===== config.mk =====
export PLATFORM = sky130hd
export DESIGN_NAME = rpn_button_conditioner
export DESIGN_NICKNAME = d
export VERILOG_FILES = /design/src/rtl/rpn_pkg.sv /design/src/rtl/button_debouncer.sv /design/src/rtl/rpn_button_conditioner.sv
export SDC_FILE = /design/constraint.sdc
export NUM_CORES = 1
export LEC_CHECK = 0
export CAP_MARGIN = 5
export CELL_PAD_IN_SITES_DETAIL_PLACEMENT = 0
export CELL_PAD_IN_SITES_GLOBAL_PLACEMENT = 1
export CORE_MARGIN = 8
export CORE_UTILIZATION = 50
export DETAILED_ROUTE_END_ITERATION = 6
export PLACE_DENSITY = 0.95
export SETUP_SLACK_MARGIN = 0.15
export SLEW_MARGIN = 20
export SYNTH_ARGS = -nofsm -noshare
export SYNTH_HDL_FRONTEND = slang
export SYNTH_SLANG_ARGS = --single-unit

===== constraint.sdc =====
create_clock -name clk -period 3.5 [get_ports clk]
set_input_delay 0.7 -clock clk [delete_from_list [all_inputs] [get_ports clk]]
set_output_delay 0.7 -clock clk [all_outputs]
set_load 0.05 [all_outputs]

===== src/rtl/rpn_pkg.sv =====
// Shared definitions for the RPN calculator front end: debounce FSM states
// and the default qualification time.
package rpn_pkg;

    // 10 ms at 100 MHz
    localparam int DEBOUNCE_CYCLES_DEFAULT = 1000000;

    typedef enum logic [1:0] {
        IDLE         = 2'd0,
        WAIT_PRESS   = 2'd1,
        PRESSED      = 2'd2,
        WAIT_RELEASE = 2'd3
    } deb_state_t;

endpackage


===== src/rtl/button_debouncer.sv =====
// One button: 2-flop synchronizer, 4-state debounce FSM with a saturating
// qualification counter, registered one-shot press pulse and debounced level.
module button_debouncer
    import rpn_pkg::*;
#(
    parameter int DEBOUNCE_CYCLES = DEBOUNCE_CYCLES_DEFAULT
) (
    input  logic clk,
    input  logic Reset,
    input  logic btn,
    output logic pulse,
    output logic level
);

    localparam int CW = $clog2(DEBOUNCE_CYCLES + 1);
    localparam logic [CW-1:0] CNT_LAST = CW'(DEBOUNCE_CYCLES - 1);
    localparam logic [CW-1:0] CNT_SAT  = CW'(DEBOUNCE_CYCLES);

    logic [1:0]    sync_reg;
    deb_state_t    state_reg;
    logic [CW-1:0] cnt_reg;
    logic          pulse_reg;
    logic          level_reg;
    logic          sync;

    // sync_reg[0] may go metastable; only sync_reg[1] is used by the FSM
    assign sync = sync_reg[1];

    always_ff @(posedge clk) begin
        if (Reset) begin
            sync_reg  <= 2'b00;
            state_reg <= IDLE;
            cnt_reg   <= '0;
            pulse_reg <= 1'b0;
            level_reg <= 1'b0;
        end else begin
            sync_reg  <= {sync_reg[0], btn};
            pulse_reg <= 1'b0;
            case (state_reg)
                IDLE: begin
                    level_reg <= 1'b0;
                    if (sync) begin
                        state_reg <= WAIT_PRESS;
                        cnt_reg   <= '0;
                    end
                end
                WAIT_PRESS: begin
                    if (!sync) begin
                        state_reg <= IDLE;
                    end else if (cnt_reg == CNT_LAST) begin
                        state_reg <= PRESSED;
                        pulse_reg <= 1'b1;
                        level_reg <= 1'b1;
                    end else begin
                        cnt_reg <= (cnt_reg == CNT_SAT) ? cnt_reg : cnt_reg + 1'b1;
                    end
                end
                PRESSED: begin
                    level_reg <= 1'b1;
                    if (!sync) begin
                        state_reg <= WAIT_RELEASE;
                        cnt_reg   <= '0;
                    end
                end
                WAIT_RELEASE: begin
                    // a bounce back high resumes the press without a new pulse
                    if (sync) begin
                        state_reg <= PRESSED;
                    end else if (cnt_reg == CNT_LAST) begin
                        state_reg <= IDLE;
                        level_reg <= 1'b0;
                    end else begin
                        cnt_reg <= (cnt_reg == CNT_SAT) ? cnt_reg : cnt_reg + 1'b1;
                    end
                end
                default: begin
                    state_reg <= IDLE;
                    level_reg <= 1'b0;
                end
            endcase
        end
    end

    assign pulse = pulse_reg;
    assign level = level_reg;

endmodule


===== src/rtl/rpn_button_conditioner.sv =====
// Conditions the Enter and Undo push-buttons for the RPN control FSM; two
// independent debouncers, no arbitration between them.
module rpn_button_conditioner
    import rpn_pkg::*;
#(
    parameter int DEBOUNCE_CYCLES = DEBOUNCE_CYCLES_DEFAULT
) (
    input  logic clk,
    input  logic Reset,
    input  logic btn_enter,
    input  logic btn_undo,
    output logic Enter_pulse,
    output logic deb_undo,
    output logic enter_level,
    output logic undo_level
);

    // bit 0 = Enter, bit 1 = Undo
    logic [1:0] btn_vec;
    logic [1:0] pulse_vec;
    logic [1:0] level_vec;

    assign btn_vec = {btn_undo, btn_enter};

    generate
        for (genvar gi = 0; gi < 2; gi++) begin : g_btn
            button_debouncer #(
                .DEBOUNCE_CYCLES(DEBOUNCE_CYCLES)
            ) u_deb (
                .clk   (clk),
                .Reset (Reset),
                .btn   (btn_vec[gi]),
                .pulse (pulse_vec[gi]),
                .level (level_vec[gi])
            );
        end
    endgenerate

    assign Enter_pulse = pulse_vec[0];
    assign deb_undo    = pulse_vec[1];
    assign enter_level = level_vec[0];
    assign undo_level  = level_vec[1];

endmodule


==> summary.txt, run 1 <==
Layout
  – Commonest non-fill, non-tap cell in the layout: dfxtp_1
  – Largest register FFs: 40
  – Layout overhead on the synthesized area: 6.49%
  – Ant diodes: 0
  – Finished Layout Cells: 441
  – Fin nets: 382
  – Most frequent cells in the layout: dfxtp_1 (52), nand2_1 (36), nor2_1 (25), a21oi_1 (25), o21ai_0 (19)
  – Layout cells sized above 1: 6.56%

Worst setup path
  – Max incr delay on CP: 580 ps
  – Critical-path top delay cell: or4_4
  – Critical Path RT: 3740 ps
  – Crit end category: register
  – Critical path class: register to register
  – CP cell instances: inv_1, ha_1, nor3b_1, nor2_1, or4_4, or3_1, a21oi_1
  – Crit Path Max Fanout: 13
  – Data arrival time of the critical path: 2730 ps
  – CP startpoint kind: register

Route
  – Met2 wire length: 2840 µm
  – Routed via count: 2710
  – DR top layer: met4
  – Routed WL: 6530 µm
  – # DRC: 0
  – WL met3: 283 µm
  – Antenna-violating nets left: 0
  – Vias per inst: 6.15
  – Post-DR wirelength/cell: 14.8 µm
  – Met1 WL: 3350 µm
  – Detailed Routing Iterations Pass 1: 4
  – 1st-iter DRT viols: 256

Clock network
  – TritonCTS Buffers: 5
  – Worst-Skew Late Latency: 310 ps
  – CTS Buffer Depth: 2
  – Post-CTS Resized: 0
  – Postcts setup bufs: 0
  – CTS clk-pin slew, worst paths: 90 ps
  – Root Buffer: clkbuf_8
  – Post-cts hold buffer count: 0
  – TritonCTS Sinks: 52
  – CTS tree: yes
  – H-tree levels: 2

GRT
  – Initial antenna violation count: 0
  – First-pass GRT wire length: 11000 µm
  – Pin count of the biggest net entering global routing: 19
  – Vias in the first global route: 2307
  – Total grt overflow: 0
  – GRT Total Usage: 15.1%

Logic synthesis
  – Mapped Cells: 366
  – Mux share of post-synthesis cell area: 2.39%
  – Post-synthesis async set-or-reset flop share: 0%
  – Top FF cell, synth: dfxtp_1
  – Number of library cell types mapped by synthesis: 60
  – Synth Area in Adders: 5.03%
  – Yosys reg bits: 52
  – Syn_area_per_cell: 8.16 µm²
  – Post-synthesis simple-gate area fraction: 31.3%
  – Number of synthesized flops with an enable pin: 0
  – Xor/xnor share of the synthesized area: 1.76%
  – Mapped cell area: 0.00299 mm²
  – Synthesis Warnings: 0
  – Compound-Gate Fraction of Synth Area: 20.4%
  – Largest family of logic cells by synthesized area: simple AND/OR/NAND/NOR gates
  – Sequential area share after synthesis: 34.9%
  – Syn Nets: 382

Timing
  – Maximum clock rate: 401 MHz
  – Count of pins over their slew limit: 0
  – Clk_skew: 13.4 ps
  – Sum Neg Setup Slack: 0 ps
  – Worst-Margin Slew: 853 ps
  – Final worst-path cycle share: 71.2%
  – Slew headroom: 43.0%
  – Fin worst setup slack: 1010 ps
  – Final Hold Fails: 0
  – RSZ-0062 raised after global routing: no
  – Post-route minimum period: 2490 ps
  – Endpoints failing setup: 0
  – Worst hold margin: 446 ps

Power and ir drop
  – Cell leakage power: 1.01 nW
  – Worst vdd ir: 0.000213 V
  – Power density over the cells: 446 mW/mm²

Min path
  – Hold Path Class: register to register

Placement
  – HPWL after DPL: 4620 µm
  – Placed cells: 434
  – Dpl ws: 1030 ps
  – Buffers on Ports: 7
  – GP Congestion: 0.840

Outcome
  – Status: finished clean

Die
  – Core area: 0.00585 mm²
  – DIE AREA: 0.00870 mm²
  – Io pins: 8
  – Die height: 93.3 µm
  – Row count: 28
  – Starting Density: 51.0%
  – Die span in x: 93.3 µm

Job
  – Max Cap Viol: 0
## where the power goes
part           switching (W)  total, W  internal, W
clock               0.000198  0.000334     0.000136
combinational       0.000291  0.000436     0.000145
sequential         0.0000311  0.000648     0.000617
total               0.000520   0.00142     0.000898
## path summary, 6_finish.rpt
kind | start | to | slack, ps | depth (start not counted)
setup / recovery | g_btn[1].u_deb.state_reg[0] | g_btn[1].u_deb.cnt_reg[18] | 1010 | 7
hold / removal | g_btn[0].u_deb.sync_reg[0] | g_btn[0].u_deb.sync_reg[1] | 450 | 1
setup reg to reg | g_btn[1].u_deb.state_reg[0] | g_btn[1].u_deb.cnt_reg[18] | 1010 | 7
hold reg to reg | g_btn[0].u_deb.sync_reg[0] | g_btn[0].u_deb.sync_reg[1] | 450 | 1
## synthesized netlist by cell type (all sizes together), types with 5 or more instances
cell,count,area (µm²)
buf,7,36.3
nand2b,7,43.8
nor4,8,50.1
nor2,25,93.8
o21ai,19,95.1
nor2b,6,37.5
nand4,13,81.3
nand3,14,75.1
or3,9,57.6
inv,14,52.6
dfxtp,52,1040
nand2,37,141
clkbuf,10,37.5
or4,13,103
o31ai,8,60.1
nor4b,5,43.8
mux2i,6,60.1
ha,12,150
nor3,12,60.1
a21oi,25,125
## through the flow
step / instance area [µm²] / util, % / total power (W)
final: 3180 / 54.4 / 0.00142
after global routing: 3180 / 54.4 / 0.00151
after CTS: 3180 / 54.4 / 0.00143
after detailed placement: 3100 / 53.0 / 0.00109
after global placement: 3100 / 53.0 / 0.00109
after floorplan: 2990 / - / 0.000983
## logic make-up after synthesis
logic type                 count (synthesis)
adders and majority gates                 12
and+or+nand+nor                          168
muxes                                      7
xor gates and xnor gates                   6
DFF                                       52
buffers and inverters                     31
AOI/OAI and AO/OA                         90
## cell type report
cell class | count | area, µm²
sequential | 52 | 1040
clock buffer | 5 | 68.8
inverter | 14 | 52.6
fill | 571 | 2670
clock inverter | 2 | 12.5
timing repair buffer | 10 | 92.6
multi-input combinational | 283 | 1820
tap | 75 | 93.8
## routing by layer
metal,GRT usage [%],vias up
li1,-,1390
met1,21.5,1266
met2,22.5,48
met3,2.72,6
met4,4.30,0
met5,0,-
## critical path: cells and delay by family, from the launching register on
kind	cells	cell delay [ps]
AND/OR/NAND/NOR	4	1460
flip-flops	1	460
adder cells (fa/ha/maj)	1	250
AO/OA/AOI/OAI	1	140
buffers and inverters	1	110
No activity file was read; power rests on OpenSTA's default activity.
==> run 2, diff against run 1 <==
--- a/config.mk
+++ b/config.mk
@@ -9,9 +9,9 @@
 export CELL_PAD_IN_SITES_DETAIL_PLACEMENT = 0
 export CELL_PAD_IN_SITES_GLOBAL_PLACEMENT = 1
 export CORE_MARGIN = 8
-export CORE_UTILIZATION = 50
+export CORE_UTILIZATION = 42
 export DETAILED_ROUTE_END_ITERATION = 6
-export PLACE_DENSITY = 0.95
+export PLACE_DENSITY = 0.86
 export SETUP_SLACK_MARGIN = 0.15
 export SLEW_MARGIN = 20
 export SYNTH_ARGS = -nofsm -noshare
==> constraint.sdc (replaced) <==
create_clock -name clk -period 2.1 [get_ports clk]
set_input_delay 0.42 -clock clk [delete_from_list [all_inputs] [get_ports clk]]
set_output_delay 0.42 -clock clk [all_outputs]
set_load 0.05 [all_outputs]
==> summary.txt, run 2 (same netlist as run 1, synthesis figures left out) <==
Clock network
  – TritonCTS Sinks: 52 (unchanged)
  – CTS tree: yes
  – TritonCTS Buffers: 5 (unchanged)
  – CTS clk-pin slew, worst paths: 100 ps (about the same)
  – Root Buffer: clkbuf_8
  – H-tree levels: 2 (unchanged)
  – Post-cts hold buffer count: 0 (unchanged)
  – CTS Buffer Depth: 2 (unchanged)
  – Worst-Skew Late Latency: 310 ps (about the same)

Placement
  – HPWL after DPL: 5450 µm (+18%)
  – Dpl ws: 4.46 ps (-1030 ps)
  – GP Congestion: 0.842 (+0.29%)
  – Buffers on Ports: 7 (unchanged)

Die
  – Die height: 100 µm (+7.5%)
  – Die span in x: 100 µm (+7.5%)
  – Starting Density: 43.7% (-7.3 points)
  – Row count: 30 (+7.1%)
  – Io pins: 8 (unchanged)
  – DIE AREA: 0.0101 mm² (+16%)
  – Core area: 0.00683 mm² (+17%)

Worst setup path
  – Crit end category: register
  – Crit Path Max Fanout: 4 (-9)
  – Data arrival time of the critical path: 2210 ps (-520 ps)
  – Critical Path RT: 2360 ps (-1380 ps)
  – CP startpoint kind: register
  – Critical path class: register to register

Layout
  – FF+latch area: 0.00106 mm² (+1.8%)
  – Fin nets: 437 (+14%)
  – Most frequent cells in the layout: buf_4 (50), dfxtp_1 (43), nand2_1 (35)
  – Ant diodes: 0 (unchanged)
  – Fillers: 585 (+2.5%)
  – Largest register FFs: 40 (unchanged)
  – Commonest non-fill, non-tap cell in the layout: buf_4
  – Area of the multi-input gates: 0.00212 mm² (+16%)
  – Layout overhead on the synthesized area: 35.0%
  – Layout cells sized above 1: 31.3% (+25 points)

Route
  – # DRC: 0 (unchanged)
  – 1st-iter DRT viols: 168 (-34%)
  – Vias per inst: 5.74 (-6.7%)
  – Routed via count: 2971 (+9.6%)
  – Post-DR wirelength/cell: 15.7 µm (+6.3%)
  – Detailed Routing Iterations Pass 1: 4 (unchanged)
  – Antenna-violating nets left: 0 (unchanged)
  – Routed WL: 8150 µm (+25%)

Power and ir drop
  – Reg power frac: 36.0% (-9.7 points)
  – Sw Share: 34.9% (-1.8 points)
  – Cell leakage power: 1.39 nW (+38%)
  – Worst vdd ir: 0.000379 V (+78%)
  – Logic gate share of total power: 39.2% (+8.4 points)
  – P_int: 0.00196 W (+120%)
  – Power density over the cells: 748 mW/mm² (+68%)
  – Tot Pwr: 0.00301 W (+110%)
  – Clk pwr share: 24.8% (+1.2 points)
  – Net Sw Power: 0.00105 W (+100%)

Job
  – Max Cap Viol: 0 (unchanged)

GRT
  – Total grt overflow: 0 (unchanged)
  – Vias in the first global route: 2754 (+19%)
  – Initial antenna violation count: 0 (unchanged)
  – GRT Total Usage: 15.6% (+0.48 points)
  – First-pass GRT wire length: 13000 µm (+19%)
  – Pin count of the biggest net entering global routing: 25 (+6)

Min path
  – Hold Path Class: register to register

Timing
  – Maximum clock rate: 511 MHz (+27%)
  – RSZ-0062 raised after global routing: yes
  – Final worst-path cycle share: 93.3% (+22 points)
  – Count of pins over their slew limit: 0 (unchanged)
  – Post-route minimum period: 1960 ps (-533 ps)
  – Endpoints failing setup: 0 (unchanged)
  – Worst-Margin Slew: 511 ps (-342 ps)
  – Fin worst setup slack: 141 ps (-867 ps)
  – Final Hold Fails: 0 (unchanged)
  – Clk_skew: 13.9 ps (+0.477 ps)
  – Sum Neg Setup Slack: 0 ps (unchanged)
  – Slew headroom: 65.9% (+23 points)

Outcome
  – Status: finished clean
==> run 2: worst max-delay path, stage by stage, from the launching register on <==
cell     delay [ps]
dfxtp_4         390
inv_2            70
ha_4            180
nor3_4          210
nor2_2           80
or4_4           530
or3_1           320
a21oi_1         120
==> run 2: layout make-up <==
| cell class | instances | area share, % |
|---|---|---|
| inverters | 14 | 1.37 |
| repair buffers | 65 | 13.8 |
| clock inverters | 2 | 0.962 |
| multi-input cells | 283 | 52.5 |
| well taps | 96 | 2.98 |
| flip-flops and latches | 52 | 26.3 |
| clock buffers | 6 | 2.05 |
==> run 2: metrics by stage <==
stage | util (%) | hold slack, ps | instance area, µm² | instances
final | 59.0 | 459 | 4030 | 518
after global routing | 59.0 | 472 | 4030 | 518
after CTS | 55.0 | 462 | 3760 | 509
after detailed placement | 50.9 | 444 | 3480 | 494
after global placement | 50.9 | 423 | 3480 | 494
after floorplan | - | 414 | 3050 | 366
==> run 2: power groups by stage <==
stage                     Clock, W  Sequential, W  Combinational, W
final                     0.000746        0.00109           0.00118
after global routing      0.000800        0.00109           0.00128
after CTS                 0.000760        0.00108           0.00101
after detailed placement         0        0.00110          0.000873
after global placement           0        0.00110          0.000855
after floorplan                  0        0.00114          0.000521
==> run 2: path summary, 6_finish.rpt <==
path         cells after the start                  startpoint                          to  slack (ps)
max                              7                    register  g_btn[1].u_deb.cnt_reg[18]         140
min                              1  g_btn[1].u_deb.sync_reg[0]  g_btn[1].u_deb.sync_reg[1]         460
max reg2reg                      7                    register  g_btn[1].u_deb.cnt_reg[18]         140
min reg2reg                      1  g_btn[1].u_deb.sync_reg[0]  g_btn[1].u_deb.sync_reg[1]         460
==> run 2: routing by layer <==
metal | vias to the layer above | track usage (%) | wire length (µm)
li1 | 1489 | - | -
met1 | 1429 | 21.0 | 3950
met2 | 48 | 24.9 | 3900
met3 | 5 | 2.77 | 243
met4 | 0 | 3.95 | 54
met5 | - | 0 | 0
==> run 2: timing repair <==
action                     CTS  global route
setup endpoints to repair   32            32
gates cloned                 0             0
buffers inserted             7             9
gates resized for setup     28            50
pin swaps                   10            18
==> run 3, diff against run 2 <==
--- a/config.mk
+++ b/config.mk
@@ -5,13 +5,12 @@
 export SDC_FILE = /design/constraint.sdc
 export NUM_CORES = 1
 export LEC_CHECK = 0
+export ABC_AREA = 1
 export CAP_MARGIN = 5
-export CELL_PAD_IN_SITES_DETAIL_PLACEMENT = 0
-export CELL_PAD_IN_SITES_GLOBAL_PLACEMENT = 1
 export CORE_MARGIN = 8
-export CORE_UTILIZATION = 42
+export CORE_UTILIZATION = 56
 export DETAILED_ROUTE_END_ITERATION = 6
-export PLACE_DENSITY = 0.86
+export PLACE_DENSITY = 0.87
 export SETUP_SLACK_MARGIN = 0.15
 export SLEW_MARGIN = 20
 export SYNTH_ARGS = -nofsm -noshare
==> summary.txt, run 3 <==
Timing
  – Post-route minimum period: 1900 ps (-55.4 ps)
  – Count of pins over their slew limit: 0 (unchanged)
  – Worst-Margin Slew: 500 ps (-11.4 ps)
  – Maximum clock rate: 525 MHz (+2.9%)
  – Endpoints failing setup: 0 (unchanged)
  – Slew headroom: 66.6% (+0.71 points)
  – Sum Neg Setup Slack: 0 ps (unchanged)
  – RSZ-0062 raised after global routing: no
  – Final Hold Fails: 0 (unchanged)
  – Clk_skew: 7.01 ps (-6.86 ps)
  – Final worst-path cycle share: 90.6% (-2.6 points)

Logic synthesis
  – Synthesis Warnings: 0 (unchanged)
  – Mapped Cells: 580 (+58%)
  – Most common cell in the netlist: nand2_1
  – Top FF cell, synth: dfxtp_1
  – Most common library cells after synthesis: nand2_1 (170), nor2_1 (121), inv_1 (65)
  – Synth area leader: dfxtp_1
  – Syn Nets: 596 (+56%)
  – Mapped cell area: 0.00351 mm² (+18%)
  – Number of library cell types mapped by synthesis: 32 (-47%)
  – Syn_area_per_cell: 6.05 µm² (-26%)
  – Number of synthesized flops with an enable pin: 0 (unchanged)
  – Synth top area cells: dfxtp_1 (30%), nand2_1 (18%), nor2_1 (13%)
  – Sequential area share after synthesis: 29.7% (-5.2 points)
  – Yosys reg bits: 52 (unchanged)
  – Synth top area share: 29.7% (-5.2 points)
  – Post-synthesis async set-or-reset flop share: 0% (unchanged)

Route
  – Antenna-violating nets left: 0 (unchanged)
  – Vias per inst: 5.32 (-7.3%)
  – Routed WL: 7890 µm (-3.2%)
  – 1st-iter DRT viols: 284 (+69%)
  – # DRC: 0 (unchanged)
  – Routed via count: 3531 (+19%)
  – Detailed Routing Iterations Pass 1: 6 (+2)
  – Post-DR wirelength/cell: 11.9 µm (-24%)

GRT
  – Initial antenna violation count: 0 (unchanged)
  – Met2 usage in global routing: 29.6% (+4.7 points)
  – Gr busiest metal: met2
  – GRT Total Usage: 18.2% (+2.6 points)
  – Pin count of the biggest net entering global routing: 18 (-28%)
  – Grt met1 use: 23.6% (+2.6 points)
  – Total grt overflow: 0 (unchanged)
  – First-pass GRT wire length: 13600 µm (+4.5%)
  – GRT met3 Usage: 3.23% (+0.46 points)
  – Vias in the first global route: 3143 (+14%)

Layout
  – Commonest non-fill, non-tap cell in the layout: nand2_1
  – Layout cells sized above 1: 7.84% (-23 points)
  – Ant diodes: 0 (unchanged)
  – Design area: 0.00377 mm² (-6.5%)
  – Most frequent cells in the layout: nand2_1 (170), nor2_1 (121), inv_1 (65)
  – Fin nets: 602 (+38%)
  – Layout overhead on the synthesized area: 7.41%
  – Largest register FFs: 40 (unchanged)

Worst setup path
  – Reg2Reg Depth: 8 (+1)
  – CP cell instances: clkdlybuf4s50_1
  – Max incr delay on CP: 810 ps (+280 ps)
  – Crit end category: output port
  – Critical Path RT: 1680 ps (-680 ps)
  – CP delay by family, top: buffers and inverters
  – CP startpoint kind: register
  – Crit path depth: 1 (-6)
  – Crit Path Max Fanout: 2 (-2)
  – Data arrival time of the critical path: 1480 ps (-730 ps)
  – Critical-path top delay cell: clkdlybuf4s50_1
  – Critical path class: register to output port
  – Number of buffer and inverter stages on the critical path: 1 (unchanged)

Clock network
  – CTS Buffer Depth: 2 (unchanged)
  – TritonCTS Sinks: 52 (unchanged)
  – CTS clk-pin slew, worst paths: 100 ps (about the same)
  – Worst-Skew Late Latency: 310 ps (about the same)
  – TritonCTS Buffers: 5 (unchanged)
  – H-tree levels: 2 (unchanged)
  – Root Buffer: clkbuf_8
  – CTS tree: yes

Power and ir drop
  – Worst vdd ir: 0.000818 V (+120%)
  – Tot Pwr: 0.00333 W (+11%)
  – Power density over the cells: 884 mW/mm² (+18%)
  – Cell leakage power: 1.45 nW (+4.4%)

Die
  – Row count: 29 (-3.3%)
  – DIE AREA: 0.00906 mm² (-10%)
  – Starting Density: 56.6% (+13 points)
  – Core area: 0.00620 mm² (-9.2%)
  – Die height: 95.2 µm (-5.1%)
  – Die span in x: 95.2 µm (-5.1%)
  – Io pins: 8 (unchanged)

Placement
  – DP Area: 0.00362 mm² (+4.2%)
  – Buffers on Ports: 7 (unchanged)
  – HPWL after DPL: 5720 µm (+4.9%)
  – GP Congestion: 0.912 (+8.3%)

Outcome
  – Status: finished clean

Min path
  – Hold Path Class: register to register
  – Hold Path Cell Cnt: 2 (+1)

Job
  – Max Cap Viol: 0 (unchanged)
run 3: cell types whose count changed after synthesis, sizes merged, moves of 7 or more:
cell    delta
a21oi      +9
o31ai      -8
or3        -9
inv       +56
or4       -13
nand2    +140
xor2      +10
nand3     +28
nand2b     -7
nor4       -8
nor2     +105
nand4      -7
o21ai      -7
run 3: path summary, 6_finish.rpt:
path | startpoint | end | slack [ps]
max | g_btn[1].u_deb.level | undo_level | 200
min | g_btn[0].u_deb.sync_reg[0] | g_btn[0].u_deb.sync_reg[1] | 410
max reg2reg | g_btn[1].u_deb.state_reg[0] | g_btn[1].u_deb.cnt_reg[2] | 350
min reg2reg | g_btn[0].u_deb.sync_reg[0] | g_btn[0].u_deb.sync_reg[1] | 410
run 3: cell type report:
cell class	count	area [µm²]
fillers	574	2430
multi-input cells	443	2130
flip-flops and latches	52	1040
inverters	70	268
repair buffers	14	123
well taps	77	96.3
clock buffers	5	68.8
clock inverters	3	46.3
run 3: per-stage QoR:
stage               setup WS (ps)  hold slack [ps]  util, %  instances
finish                        197              412     60.8        664
global route                  151              450     60.8        664
CTS                           184              415     60.2        663
detailed placement            232              399     58.4        655
global placement              351              397     58.4        655
floorplan                     525              388        -        580
run 3: report_power, final:
| group | leakage (nW) | internal [W] | total [W] | switching [W] |
|---|---|---|---|---|
| logic | 0.974 | 0.000420 | 0.00143 | 0.00101 |
| registers | 0.422 | 0.00108 | 0.00117 | 0.0000910 |
| clock network | 0.0548 | 0.000360 | 0.000732 | 0.000372 |
run 3: layer usage:
| layer | vias up | part of all wire, % |
|---|---|---|
| met3 | 8 | 5.7 |
| met5 | - | 0 |
| li1 | 1800 | - |
| met1 | 1628 | 47 |
| met4 | 0 | 1.1 |
| met2 | 95 | 46 |
run 3: cell families (layout without fill, tap and decap cells):
family | after synthesis | after routing | share of synthesized area (%)
AND/OR/NAND/NOR | 369 | 369 | 45.2
buffers and inverters | 85 | 92 | 10.4
flip-flops | 52 | 52 | 29.7
AO/OA/AOI/OAI | 47 | 47 | 6.77
XOR/XNOR | 15 | 15 | 3.74
adder cells (fa/ha/maj) | 12 | 12 | 4.28
run 3: what timing repair did:
action                                  in CTS  in global routing
setup buffers                                0                  1
hold buffers                                 0                  0
resized for setup                            0                  9
endpoints found under the setup margin       0                 30
